==> src/rtl/gpio_unit_if.sv <==
// Command/argument handshake between the command dispatcher (master) and gpio_unit (slave).
interface gpio_unit_if;
   logic [31:0] arg_data;
   logic        arg_advance;
   logic [4:0]  cmd;
   logic        cmd_ready;
   logic        cmd_done;
   logic [31:0] param_data;
   logic        param_write;
   logic        invol_req;
   logic        invol_grant;

   modport master (
      output arg_data, cmd, cmd_ready, invol_grant,
      input  arg_advance, cmd_done, param_data, param_write, invol_req
   );

   modport slave (
      input  arg_data, cmd, cmd_ready, invol_grant,
      output arg_advance, cmd_done, param_data, param_write, invol_req
   );
endinterface

==> src/rtl/gpio_unit.sv <==
// Command-driven digital outputs with one pending timed write per channel.
// Define GPIO_MAX_DURATION_EN to add a per-channel max-duration watchdog.
module gpio_unit #(
   parameter int unsigned NGPIO                    = 9,
   parameter int unsigned CMD_SET_DIGITAL_OUT      = 15,
   parameter int unsigned CMD_CONFIG_DIGITAL_OUT   = 16,
   parameter int unsigned CMD_SCHEDULE_DIGITAL_OUT = 17,
   parameter int unsigned CMD_UPDATE_DIGITAL_OUT   = 18
) (
   input  logic             clk,
   input  logic             rst,
   input  logic [63:0]      systime,
   gpio_unit_if.slave       bus,
   output logic [NGPIO-1:0] gpio,
   input  logic             shutdown,
   output logic             missed_clock
);
   typedef enum logic [2:0] {StIdle, StArg, StAdv, StWait, StDone} state_t;

   state_t           r_state;
   logic [4:0]       r_cmd;
   logic [1:0]       r_idx;
   logic [2:0]       r_nargs;
   logic [31:0]      r_args [4];
   logic             r_arg_advance;
   logic             r_cmd_done;
   logic [NGPIO-1:0] r_gpio, r_default, r_pend_v, r_pend_val;
   logic [31:0]      r_pend_t [NGPIO];
   logic             r_missed;

   logic [2:0]       w_nargs_in;
   logic             w_is_set, w_is_cfg, w_is_sched, w_is_upd, w_is_write;
   logic             w_act, w_late;
   logic [31:0]      w_lead;
   logic [31:0]      w_age [NGPIO];
   logic [NGPIO-1:0] w_sel, w_fire, w_wr, w_wr_val, w_def_next, w_expire;
   logic             w_unused;

   always_comb begin
      w_nargs_in = 3'd0;
      if ({27'd0, bus.cmd} == CMD_SET_DIGITAL_OUT)      w_nargs_in = 3'd2;
      if ({27'd0, bus.cmd} == CMD_CONFIG_DIGITAL_OUT)   w_nargs_in = 3'd4;
      if ({27'd0, bus.cmd} == CMD_SCHEDULE_DIGITAL_OUT) w_nargs_in = 3'd3;
      if ({27'd0, bus.cmd} == CMD_UPDATE_DIGITAL_OUT)   w_nargs_in = 3'd2;
   end

   // Each further argument costs an advance cycle followed by a sample cycle.
   always_ff @(posedge clk) begin
      if (rst) begin
         r_state       <= StIdle;
         r_cmd         <= '0;
         r_idx         <= '0;
         r_nargs       <= '0;
         r_arg_advance <= 1'b0;
         r_cmd_done    <= 1'b0;
         for (int i = 0; i < 4; i++) r_args[i] <= '0;
      end else begin
         r_arg_advance <= 1'b0;
         r_cmd_done    <= 1'b0;
         unique case (r_state)
            StIdle, StDone: begin
               r_state <= StIdle;
               if (bus.cmd_ready) begin
                  r_cmd     <= bus.cmd;
                  r_args[0] <= bus.arg_data;
                  r_idx     <= 2'd1;
                  r_nargs   <= w_nargs_in;
                  if (w_nargs_in == 3'd0) begin
                     r_cmd_done <= 1'b1;
                     r_state    <= StDone;
                  end else begin
                     r_arg_advance <= 1'b1;
                     r_state       <= StAdv;
                  end
               end
            end
            StAdv: r_state <= StArg;
            StArg: begin
               r_args[r_idx] <= bus.arg_data;
               if ({1'b0, r_idx} + 3'd1 == r_nargs) begin
                  r_state <= StWait;
               end else begin
                  r_idx         <= r_idx + 2'd1;
                  r_arg_advance <= 1'b1;
                  r_state       <= StAdv;
               end
            end
            StWait: begin
               r_cmd_done <= 1'b1;
               r_state    <= StDone;
            end
            default: r_state <= StIdle;
         endcase
      end
   end

   assign w_is_set   = ({27'd0, r_cmd} == CMD_SET_DIGITAL_OUT);
   assign w_is_cfg   = ({27'd0, r_cmd} == CMD_CONFIG_DIGITAL_OUT);
   assign w_is_sched = ({27'd0, r_cmd} == CMD_SCHEDULE_DIGITAL_OUT);
   assign w_is_upd   = ({27'd0, r_cmd} == CMD_UPDATE_DIGITAL_OUT);
   assign w_is_write = w_is_set | w_is_cfg | w_is_upd;
   assign w_act      = (r_state == StWait) && (r_args[0] < NGPIO) && !shutdown;
   assign w_lead     = r_args[1] - systime[31:0];
   assign w_late     = w_act && w_is_sched && w_lead[31];

   // Command writes take precedence over a schedule firing on the same channel.
   always_comb begin
      for (int i = 0; i < int'(NGPIO); i++) begin
         w_sel[i]      = w_act && (r_args[0] == 32'(i));
         w_age[i]      = systime[31:0] - r_pend_t[i];
         w_fire[i]     = r_pend_v[i] && !w_age[i][31];
         w_wr[i]       = (w_sel[i] && w_is_write) || w_fire[i];
         w_wr_val[i]   = (w_sel[i] && w_is_write) ? r_args[1][0] : r_pend_val[i];
         w_def_next[i] = (w_sel[i] && w_is_cfg) ? r_args[2][0] : r_default[i];
      end
   end

   always_ff @(posedge clk) begin
      if (rst) begin
         r_gpio     <= '0;
         r_default  <= '0;
         r_pend_v   <= '0;
         r_pend_val <= '0;
         r_missed   <= 1'b0;
         for (int i = 0; i < int'(NGPIO); i++) r_pend_t[i] <= '0;
      end else begin
         if (w_late) r_missed <= 1'b1;
         r_default <= w_def_next;
         for (int i = 0; i < int'(NGPIO); i++) begin
            if (shutdown) begin
               r_gpio[i]   <= r_default[i];
               r_pend_v[i] <= 1'b0;
            end else begin
               if (w_wr[i])          r_gpio[i] <= w_wr_val[i];
               else if (w_expire[i]) r_gpio[i] <= r_default[i];
               if (w_sel[i] && w_is_sched) begin
                  r_pend_v[i]   <= 1'b1;
                  r_pend_t[i]   <= r_args[1];
                  r_pend_val[i] <= r_args[2][0];
               end else if (w_fire[i] || (w_sel[i] && (w_is_cfg || w_is_upd))) begin
                  r_pend_v[i] <= 1'b0;
               end
            end
         end
      end
   end

`ifdef GPIO_MAX_DURATION_EN
   logic [31:0] r_max_dur [NGPIO];
   logic [31:0] r_wdog    [NGPIO];

   // Counter reaching 1 means this edge is the last cycle away from default.
   always_ff @(posedge clk) begin
      if (rst) begin
         for (int i = 0; i < int'(NGPIO); i++) begin
            r_max_dur[i] <= '0;
            r_wdog[i]    <= '0;
         end
      end else begin
         for (int i = 0; i < int'(NGPIO); i++) begin
            if (w_sel[i] && w_is_cfg) r_max_dur[i] <= r_args[3];
            if (shutdown) begin
               r_wdog[i] <= '0;
            end else if (w_wr[i]) begin
               if (w_wr_val[i] == w_def_next[i]) r_wdog[i] <= '0;
               else r_wdog[i] <= (w_sel[i] && w_is_cfg) ? r_args[3] : r_max_dur[i];
            end else if (r_wdog[i] != 32'd0) begin
               r_wdog[i] <= r_wdog[i] - 32'd1;
            end
         end
      end
   end

   always_comb begin
      for (int i = 0; i < int'(NGPIO); i++) w_expire[i] = (r_wdog[i] == 32'd1);
   end

   assign w_unused = ^{systime[63:32], bus.invol_grant, r_args[2][31:1]};
`else
   assign w_expire = '0;
   assign w_unused = ^{systime[63:32], bus.invol_grant, r_args[2][31:1], r_args[3]};
`endif

   assign bus.arg_advance = r_arg_advance;
   assign bus.cmd_done    = r_cmd_done;
   assign bus.param_data  = '0;
   assign bus.param_write = 1'b0;
   assign bus.invol_req   = 1'b0;
   assign gpio            = r_gpio;
   assign missed_clock    = r_missed;
endmodule

==> src/flat_wrapper.sv <==
// flat-port wrapper written by rule: the top's interface ports become plain ports
module gpio_unit_flat 
#(
   parameter int unsigned NGPIO                    = 9,
   parameter int unsigned CMD_SET_DIGITAL_OUT      = 15,
   parameter int unsigned CMD_CONFIG_DIGITAL_OUT   = 16,
   parameter int unsigned CMD_SCHEDULE_DIGITAL_OUT = 17,
   parameter int unsigned CMD_UPDATE_DIGITAL_OUT   = 18
)
  (clk, rst, systime, gpio, shutdown, missed_clock, bus_arg_data, bus_cmd, bus_cmd_ready, bus_invol_grant, bus_arg_advance, bus_cmd_done, bus_param_data, bus_param_write, bus_invol_req);
  gpio_unit_if bus_i ();
  input  logic clk;
  input  logic rst;
  input  logic [63:0] systime;
  output logic [NGPIO-1:0] gpio;
  input  logic shutdown;
  output logic missed_clock;
  input wire logic [$bits(bus_i.arg_data)-1:0] bus_arg_data;
  input wire logic [$bits(bus_i.cmd)-1:0] bus_cmd;
  input wire logic [$bits(bus_i.cmd_ready)-1:0] bus_cmd_ready;
  input wire logic [$bits(bus_i.invol_grant)-1:0] bus_invol_grant;
  output wire logic [$bits(bus_i.arg_advance)-1:0] bus_arg_advance;
  output wire logic [$bits(bus_i.cmd_done)-1:0] bus_cmd_done;
  output wire logic [$bits(bus_i.param_data)-1:0] bus_param_data;
  output wire logic [$bits(bus_i.param_write)-1:0] bus_param_write;
  output wire logic [$bits(bus_i.invol_req)-1:0] bus_invol_req;
  assign bus_i.arg_data = bus_arg_data;
  assign bus_i.cmd = bus_cmd;
  assign bus_i.cmd_ready = bus_cmd_ready;
  assign bus_i.invol_grant = bus_invol_grant;
  assign bus_arg_advance = bus_i.arg_advance;
  assign bus_cmd_done = bus_i.cmd_done;
  assign bus_param_data = bus_i.param_data;
  assign bus_param_write = bus_i.param_write;
  assign bus_invol_req = bus_i.invol_req;
  gpio_unit #(.NGPIO(NGPIO), .CMD_SET_DIGITAL_OUT(CMD_SET_DIGITAL_OUT), .CMD_CONFIG_DIGITAL_OUT(CMD_CONFIG_DIGITAL_OUT), .CMD_SCHEDULE_DIGITAL_OUT(CMD_SCHEDULE_DIGITAL_OUT), .CMD_UPDATE_DIGITAL_OUT(CMD_UPDATE_DIGITAL_OUT)) u_core (.clk(clk), .rst(rst), .systime(systime), .bus(bus_i), .gpio(gpio), .shutdown(shutdown), .missed_clock(missed_clock));
endmodule
==> config.mk <==
export PLATFORM = sky130hd
export DESIGN_NAME = gpio_unit_flat
export DESIGN_NICKNAME = d
export VERILOG_FILES = /design/src/rtl/gpio_unit_if.sv /design/src/rtl/gpio_unit.sv /design/src/flat_wrapper.sv
export SDC_FILE = /design/constraint.sdc
export NUM_CORES = 1
export LEC_CHECK = 0
export ABC_CLOCK_PERIOD_IN_PS = 13500
export CAP_MARGIN = 0
export CORE_MARGIN = 4
export CORE_UTILIZATION = 52
export DETAILED_ROUTE_END_ITERATION = 10
export GPL_TIMING_DRIVEN = 0
export PLACE_DENSITY = 0.73
export SLEW_MARGIN = 20
export SYNTH_ARGS = -nofsm -noshare
export SYNTH_HDL_FRONTEND = slang
export SYNTH_SLANG_ARGS = --single-unit
==> constraint.sdc <==
create_clock -name clk -period 13.5 [get_ports clk]
set_clock_uncertainty 0.05 [all_clocks]
set_input_delay 2.7 -clock clk [delete_from_list [all_inputs] [get_ports clk]]
set_output_delay 2.7 -clock clk [all_outputs]
set_load 0.05 [all_outputs]
==> impl_metrics.toml, run 1 <==
[min_path]
hold_end = "u_core.r_state[0]"
hold_path_startpoint = "u_core.r_state[2]"
hp-class = "register to register"
hold_depth = 1

[worst_setup_path]
worstPathMaxFanout = 10
cp.arrival_ns = 6.64
r2r_end = "u_core.gpio[5]"
cp-start-kind = "input port"
r2r_setup_slack_ns = 9.85
endpoint_kind = "register"
crit_type = "input port to register"
reg2reg_depth = 11
cp.required_ns = 13.87
reg2reg_from = "u_core.r_pend_t[1][34]"

[run_status]
status = "complete, no violations"

[cells_and_area]
fillers = 3264
multi_input_area_um2 = 8870
area_growth_syn_to_layout_pct = 14.2
antennaDiodeCount = 0
seqCellArea_um2 = 11600
fin_nets = 2497
final_layout_size_suffix_gt1_share_pct = 5.95

[drt]
finalWirelength_um = 51500
drt-met1-wl_um = 22400
dr_total_vias = 14800
drt_pass1_iterations = 5
met3_length_um = 2490
wl_met2_um = 24900
routed.top_layer = "met4"
drc_errors = 0
viasPerCell = 5.56
wl_per_cell_um = 19.4
drt-initial-drc-count = 1141
drtAntennaViolNets = 0

[synthesis]
netlist_area_um2 = 22000
synth_edf_count = 353
ys_seq_elements = 405
synth_top_area_share_pct = 48.3
yosys_warnings = 0
synth_compound_area_share_pct = 10.1
yosys.area_share.simple_pct = 10.5
yosys.cell_types.count = 67
synth_xor_area_share_pct = 0.918
synth_flop_cell = "edfxtp_1"
synth-seq-area-share_pct = 53.0
synth_top_family_by_area = "adder cells"
synthTopCellsByArea = "edfxtp_1, ha_1, inv_1"
async_flop_share_pct = 0
synth-adder-area-share_pct = 17.2
synth_mux_area_share_pct = 1.05
syn_area_per_cell_um2 = 11.4
synthCells = 1922
yosys.area.top_type = "edfxtp_1"

[grt]
grt_max_degree = 33
grt_pass1_wl_um = 79800
antenna_found_initial = 0
grt_pass1_vias = 14700
grt_overflow = 0
grt_usage_pct = 22.6

[floorplan]
die_h_um = 213
start_util_pct = 52.5
die-width_um = 213
rows = 75
die-area_um2 = 45600
core_um2 = 41900
io_pins = 152

[clocking]
cts_resized = 0
clkTransAtPathRegs_ns = 0.06
numCtsBuffers = 41
cts_hold_buf = 0
htreeDepth = 2
cts_buffer_depth = 3
post-cts-setup-buffers = 0
cts_tree = "done"
cts_root_buffer = "clkbuf_16"
worstSkewPairLatency_ns = 0.55
cts.sinks = 405

[placement]
hpwlAfterDp_um = 38100
io_buffers = 83
dp_slack_ns = 6.57
gp_congestion = 0.928

[sta]
rsz0062_at_grt = "false"
fmax_ghz = 0.159
fin_crit_sh_pct = 46.5
period_needed_ns = 6.27
worst_slack_ns = 7.23
tns_ns = 0
finalHoldViolations = 0
maxSlewHeadroom_pct = 43.8
finalSetupViolCount = 0
tightest_slew_ns = 0.839
finalMaxSlewViolations = 0

[power]
p_leak_nw = 10.8
power_density_nw_per_um2 = 113
vdd_drop_max_mv = 0.0867

[run]
maxCapViolCount = 0
-- per-layer routing --
| metal | track usage [%] | vias up |
|---|---|---|
| met5 | 0 | - |
| li1 | - | 7127 |
| met4 | 7.59 | 0 |
| met2 | 38.7 | 432 |
| met3 | 2.88 | 94 |
| met1 | 30.2 | 7108 |
-- through the flow --
step                cells  hold WS (ns)  area, µm²  total power, mW  util (%)
floorplan            1955         0.358      22100             1.65         -
global placement     2577         0.363      23600             1.76      56.3
detailed placement   2586         0.379      23800             1.78      56.9
CTS                  2655         0.386      25100             2.85      59.9
global route         2655         0.404      25100             2.94      59.9
finish               2655         0.387      25100             2.84      59.9
-- synth_stat cells (all sizes together) (4+ instances only) --
master	n
a2111oi	7
a211o	7
a211oi	14
a21o	60
a21oi	129
a221oi	10
a31oi	6
and2	98
and3	6
and4	10
buf	44
clkbuf	21
dfxtp	52
edfxtp	353
ha	301
inv	320
mux2i	23
nand2	123
nand2b	9
nand3	31
nand4	45
nor2	45
nor2b	11
nor3	15
nor4	14
o211ai	18
o21a	11
o21ai	69
o22ai	4
or3	4
xnor2	17
xor2	6
-- where the power goes --
| group | switching [mW] | internal [mW] | leakage, nW |
|---|---|---|---|
| clock | 0.458 | 0.623 | 0.606 |
| combinational | 0.212 | 0.129 | 6.15 |
| sequential | 0.0157 | 1.40 | 4.09 |
| total | 0.685 | 2.15 | 10.8 |
-- sequential cells by signal (all words and copies together), names as in the netlist --
name and cells:
u_core.r_nargs 3, u_core.r_pend_t 288, u_core.r_pend_val 9, u_core.r_default 9
u_core.gpio 9, u_core.r_idx 2, u_core.r_state 3, u_core.r_args 65
u_core.r_pend_v 9, u_core.bus.arg_advance 1, u_core.missed_clock 1, u_core.bus.cmd_done 1
u_core.r_cmd 5
-- worst max-delay path by stage --
stage | from | endpoint | slack (ns) | cells past startpoint
4_1_cts | systime[2] | u_core.gpio[5] | 7.13 | 11
6_report | systime[2] | u_core.gpio[5] | 7.23 | 11
5_1_grt | systime[2] | u_core.gpio[5] | 7.03 | 11
3_3_place_gp | shutdown | u_core.r_pend_t[0][97] | 4.80 | 6
3_5_place_dp | systime[2] | u_core.gpio[5] | 6.57 | 11
2_1_floorplan | shutdown | u_core.r_pend_t[0][100] | 7.14 | 5
-- cell usage in the layout, fill, tap and decap left out, drive strengths merged, types with 6 or more instances in the layout --
| cell | count |
|---|---|
| xnor2 | 17 |
| a31oi | 6 |
| buf | 53 |
| nor3 | 15 |
| nor2 | 45 |
| a21o | 60 |
| and2 | 98 |
| inv | 321 |
| and4 | 10 |
| a221oi | 10 |
| nand3 | 31 |
| clkdlybuf4s50 | 83 |
| clkbuf | 78 |
| a21oi | 129 |
| o211ai | 18 |
| nand2b | 9 |
| a211oi | 14 |
| dfxtp | 52 |
| a2111oi | 7 |
| ha | 301 |
| clkinv | 9 |
| nand4 | 45 |
| xor2 | 6 |
| conb | 34 |
| o21ai | 69 |
| nor4 | 14 |
| nand2 | 123 |
| nor2b | 11 |
| a211o | 7 |
| and3 | 6 |
| o21a | 11 |
| mux2i | 23 |
| edfxtp | 353 |
-- final cells by class --
| type | instances | area share [%] |
|---|---|---|
| Buffer | 65 | 1.60 |
| Clock buffer | 57 | 4.54 |
| Clock inverter | 12 | 0.424 |
| Inverter | 320 | 4.79 |
| Multi-Input combinational cell | 1165 | 35.4 |
| Sequential cell | 405 | 46.4 |
| Tap cell | 539 | 2.69 |
| Timing Repair Buffer | 92 | 4.15 |
-- logic make-up (layout without fill, tap and decap cells) --
| family | Yosys count | count (layout) |
|---|---|---|
| compound gates | 354 | 354 |
| xor+xnor | 23 | 23 |
| fa+ha+maj | 301 | 301 |
| buf+inv | 385 | 546 |
| flops | 405 | 405 |
| mux | 23 | 23 |
| other cells | 1 | 34 |
| simple gates | 430 | 430 |
-- worst max-delay path, cell delays in order --
cell and delay, ns:
clkdlybuf4s50_1 0.78, ha_1 0.33, a21oi_1 0.14, o21ai_0 0.13, a221oi_1 0.52, o21ai_0 0.39, a21oi_1 0.57, xnor2_1 0.21
a221oi_1 0.57, mux2i_1 0.24, nor2_1 0.05
No activity file was read; power rests on OpenSTA's default activity.
==> run 2, diff against run 1 <==
--- a/config.mk
+++ b/config.mk
@@ -5,7 +5,7 @@
 export SDC_FILE = /design/constraint.sdc
 export NUM_CORES = 1
 export LEC_CHECK = 0
-export ABC_CLOCK_PERIOD_IN_PS = 13500
+export ABC_CLOCK_PERIOD_IN_PS = 6300
 export CAP_MARGIN = 0
 export CORE_MARGIN = 4
 export CORE_UTILIZATION = 52
==> constraint.sdc (replaced) <==
create_clock -name clk -period 6.3 [get_ports clk]
set_clock_uncertainty 0.05 [all_clocks]
set_input_delay 1.26 -clock clk [delete_from_list [all_inputs] [get_ports clk]]
set_output_delay 1.26 -clock clk [all_outputs]
set_load 0.05 [all_outputs]
==> results of run 2 <==
The final DEF is identical to that of run 1. Status: complete, no violations.
Among the figures that moved: setup slack after placement 6.57 ns -> 0.814 ns; setup slack after layout 7.23 ns -> 1.47 ns; register-to-register setup slack 9.85 ns -> 2.65 ns; total power 2.84 mW -> 6.08 mW; worst IR drop on VDD 0.0867 mV -> 0.186 mV
==> RTL change 1, RTL diff (settings of run 1) <==
`NGPIO` is set to 9 in 2 places; all go to 8.
--- a/src/rtl/gpio_unit.sv
+++ b/src/rtl/gpio_unit.sv
@@ -1,7 +1,7 @@
 // Command-driven digital outputs with one pending timed write per channel.
 // Define GPIO_MAX_DURATION_EN to add a per-channel max-duration watchdog.
 module gpio_unit #(
-   parameter int unsigned NGPIO                    = 9,
+   parameter int unsigned NGPIO                    = 8,
    parameter int unsigned CMD_SET_DIGITAL_OUT      = 15,
    parameter int unsigned CMD_CONFIG_DIGITAL_OUT   = 16,
    parameter int unsigned CMD_SCHEDULE_DIGITAL_OUT = 17,
--- a/src/flat_wrapper.sv
+++ b/src/flat_wrapper.sv
@@ -1,7 +1,7 @@
 // flat-port wrapper written by rule: the top's interface ports become plain ports
 module gpio_unit_flat 
 #(
-   parameter int unsigned NGPIO                    = 9,
+   parameter int unsigned NGPIO                    = 8,
    parameter int unsigned CMD_SET_DIGITAL_OUT      = 15,
    parameter int unsigned CMD_CONFIG_DIGITAL_OUT   = 16,
    parameter int unsigned CMD_SCHEDULE_DIGITAL_OUT = 17,
Interface: changed (resized gpio); port bits go from 152 to 151. No check against the original RTL was run, so the function may have changed too.
==> RTL change 1 against run 1 <==
- combinational power fell by 7.6%
- sequential cell count fell by 36
- critical path type unchanged
- register-to-register slack improved by 0.22 ns
- non-clock buffer count rose by 15
- total power fell by 7.8%
- critical path depth fell by 1
- largest power group unchanged
- final area fell by 5.8%
- critical endpoint is now u_core.gpio[0]$_SDFFE_PP0P_
- worst setup slack improved by 0.45 ns
- synthesized area fell by 5.9%
- routed wire length rose by 5.9%
==> RTL change 1: results <==
[worst_setup_path]
critPathMaxFanout = 9
cp_top_family = simple AND/OR/NAND/NOR gates
worstReg2RegEnd = u_core.r_pend_t[0][132]$_SDFFCE_PN0P_
rrSetupSlack_ns = 10.07
rr_worst_depth = 8
startpoint = systime[30]

[placement]
port_buffers = 81
pre_cts_ws_ns = 7.23
gp_congestion = 0.911
placed_area_um2 = 22400

[power_and_ir_drop]
peakVddDrop_mv = 0.0797
p_clk_frac = 0.394
swShare = 0.248
internal_power_mw = 1.97
leakage_nw = 10.1

[route]
postRouteWirelength_mm = 54.5
first_iter_violations = 1512
vias = 15500
dr.pass1.iters = 6

[min_path]
hp-start = u_core.gpio[2]$_SDFFE_PP0P_
hold_end = u_core.gpio[2]$_SDFFE_PP0P_

[global_route]
grt_use_total = 0.247
use_met2 = 0.417
antenna_found_initial = 2
grtUsageMet1 = 0.329

[yosys]
synth_cell_type_count = 59
synthCells = 2047
synth_edf_count = 289
synth_area_leaders = edfxtp_1 42%, ha_1 16%, dfxtp_1 7.8%

[sta]
worstMarginPinSlew_ns = 0.866

[finish]
finalNonFillerCells = 2755
fin_nets = 2584
nFillCells = 3132

[run_status]
status = complete, no violations

[cts]
cts_made_buffers = 38
[RTL change 1: area by class of cell]
class / count / area, um^2 / share of cell area
well taps: 518 / 648 / 0.0274
plain buffers: 85 / 537 / 0.0227
inverters: 309 / 1160 / 0.0491
multi-input cells: 1317 / 8840 / 0.374
clock buffers: 63 / 1140 / 0.0482
clock inverters: 7 / 63.8 / 0.00270
flip-flops and latches: 369 / 10300 / 0.435
repair buffers: 87 / 968 / 0.0410
[RTL change 1: per-layer routing]
layer | share of wire | vias up
met3 | 0.080 | 115
met2 | 0.48 | 643
met4 | 0.034 | 4
met5 | 0.00044 | -
met1 | 0.41 | 7412
li1 | - | 7301
[RTL change 1: logic make-up after synthesis]
family / count (synthesis) / share of synthesized area
simple gates: 648 / 0.142
buf+inv: 394 / 0.0821
flops: 369 / 0.498
compound gates: 317 / 0.0924
fa+ha+maj: 271 / 0.164
mux: 26 / 0.0131
xor+xnor: 21 / 0.00890
other cells: 1 / 0.000181
==> RTL change 2, RTL diff (flow settings as in run 1) <==
Made on the original files. Encoding of `state_t`: now one-hot (5 bits for 5 states).
--- a/src/rtl/gpio_unit.sv
+++ b/src/rtl/gpio_unit.sv
@@ -15,7 +15,7 @@
    input  logic             shutdown,
    output logic             missed_clock
 );
-   typedef enum logic [2:0] {StIdle, StArg, StAdv, StWait, StDone} state_t;
+   typedef enum logic [4:0] {StIdle = 5'b00001, StArg = 5'b00010, StAdv = 5'b00100, StWait = 5'b01000, StDone = 5'b10000} state_t;
 
    state_t           r_state;
    logic [4:0]       r_cmd;
Check against the original RTL: no difference found for any inputs over 4 cycles, from zero or initial values and one cycle with rst high; so few cycles prove little.
==> RTL change 2 against run 1 <==
- combinational power is 8.5% higher
- register-to-register slack got worse by 0.02 ns
- fmax is 3.6% higher
- worst setup slack gained 0.22 ns
- largest cell class unchanged
- synthesized cell count rose by 1.7%
- sequential cell count up 2
- die area decreased by 0.20%
- routed wire length grew 0.40%
- sequential share of layout area is 0.12 points higher
- final area barely moved
- total power increased by 3.9%
- highest routed layer is now met5
- synthesized area decreased by 0.21%
==> RTL change 2: results <==
[route]
top_layer = met5
routedWlPerCell_um = 19.2
first_iter_violations = 1067
drt-met1-wl_mm = 21.7
wl_met3_mm = 3.15

[global_route]
grt_use_total = 0.226
grt_pass1_wl_mm = 79.2

[yosys]
synthMuxAreaShare = 0.00691
synth_area_per_cell_um2 = 11.2
synth_xor_area_frac = 0.00999
synth_area_leaders = edfxtp_1 48%, ha_1 17%, inv_1 5.2%

[finish]
multi_input_area_um2 = 8840
clkCellAreaFrac = 0.0536
final-nonclk-buf-share = 0.0562
multi_input_cells = 1209
layout-drive-gt1-share = 0.0608
finalNonFillerCells = 2687
fin_nets = 2531
n_all_inverters = 306
ff_latch_area_um2 = 11700

[cts]
clock-sinks = 407

[placement]
gp_congestion = 0.908
dpl.hpwl_mm = 38.4
pre_cts_ws_ns = 6.95

[min_path]
hold_end = u_core.r_pend_val[0]$_SDFFE_PP0P_
hp-start = u_core.r_pend_val[0]$_SDFFE_PP0P_
hold_depth = 2

[sta]
fin_ws_ns = 7.45
hold_ws_ns = 0.405

[worst_setup_path]
worstReg2RegEnd = u_core.r_pend_t[1][94]$_DFFE_PP_
rr_worst_depth = 7
crit-reg2reg-launch = u_core.r_cmd[4]$_SDFFE_PP0P_

[power_and_ir_drop]
internal_power_mw = 2.22
p_comb_frac = 0.125
p_clk_frac = 0.387
leakage_nw = 10.6

[run_status]
status = complete, no violations
## RTL change 2: cell count changes after synthesis, sizes merged, moves of 10 or more
cell	change
nand2	+63
a21o	-40
nor2	+24
a21oi	+19
inv	-16
nand3	+15
o21ai	-14
nand4	-12
o21a	-10
## RTL change 2: metal layers
| metal | GRT usage | vias to the layer above |
|---|---|---|
| met3 | 0.0354 | 112 |
| met1 | 0.290 | 7129 |
| met5 | 0 | - |
| met2 | 0.391 | 455 |
| li1 | - | 7206 |
| met4 | 0.0832 | 2 |
## RTL change 2: worst max-delay path, cell delays in order
cell             delay [ns]
clkdlybuf4s50_1        0.66
ha_1                   0.44
nand2_1                0.05
o21ai_0                0.19
a41oi_1                0.26
o41ai_1                0.90
a31oi_1                0.30
xnor2_1                0.24
a221oi_1               0.49
mux2i_1                0.24
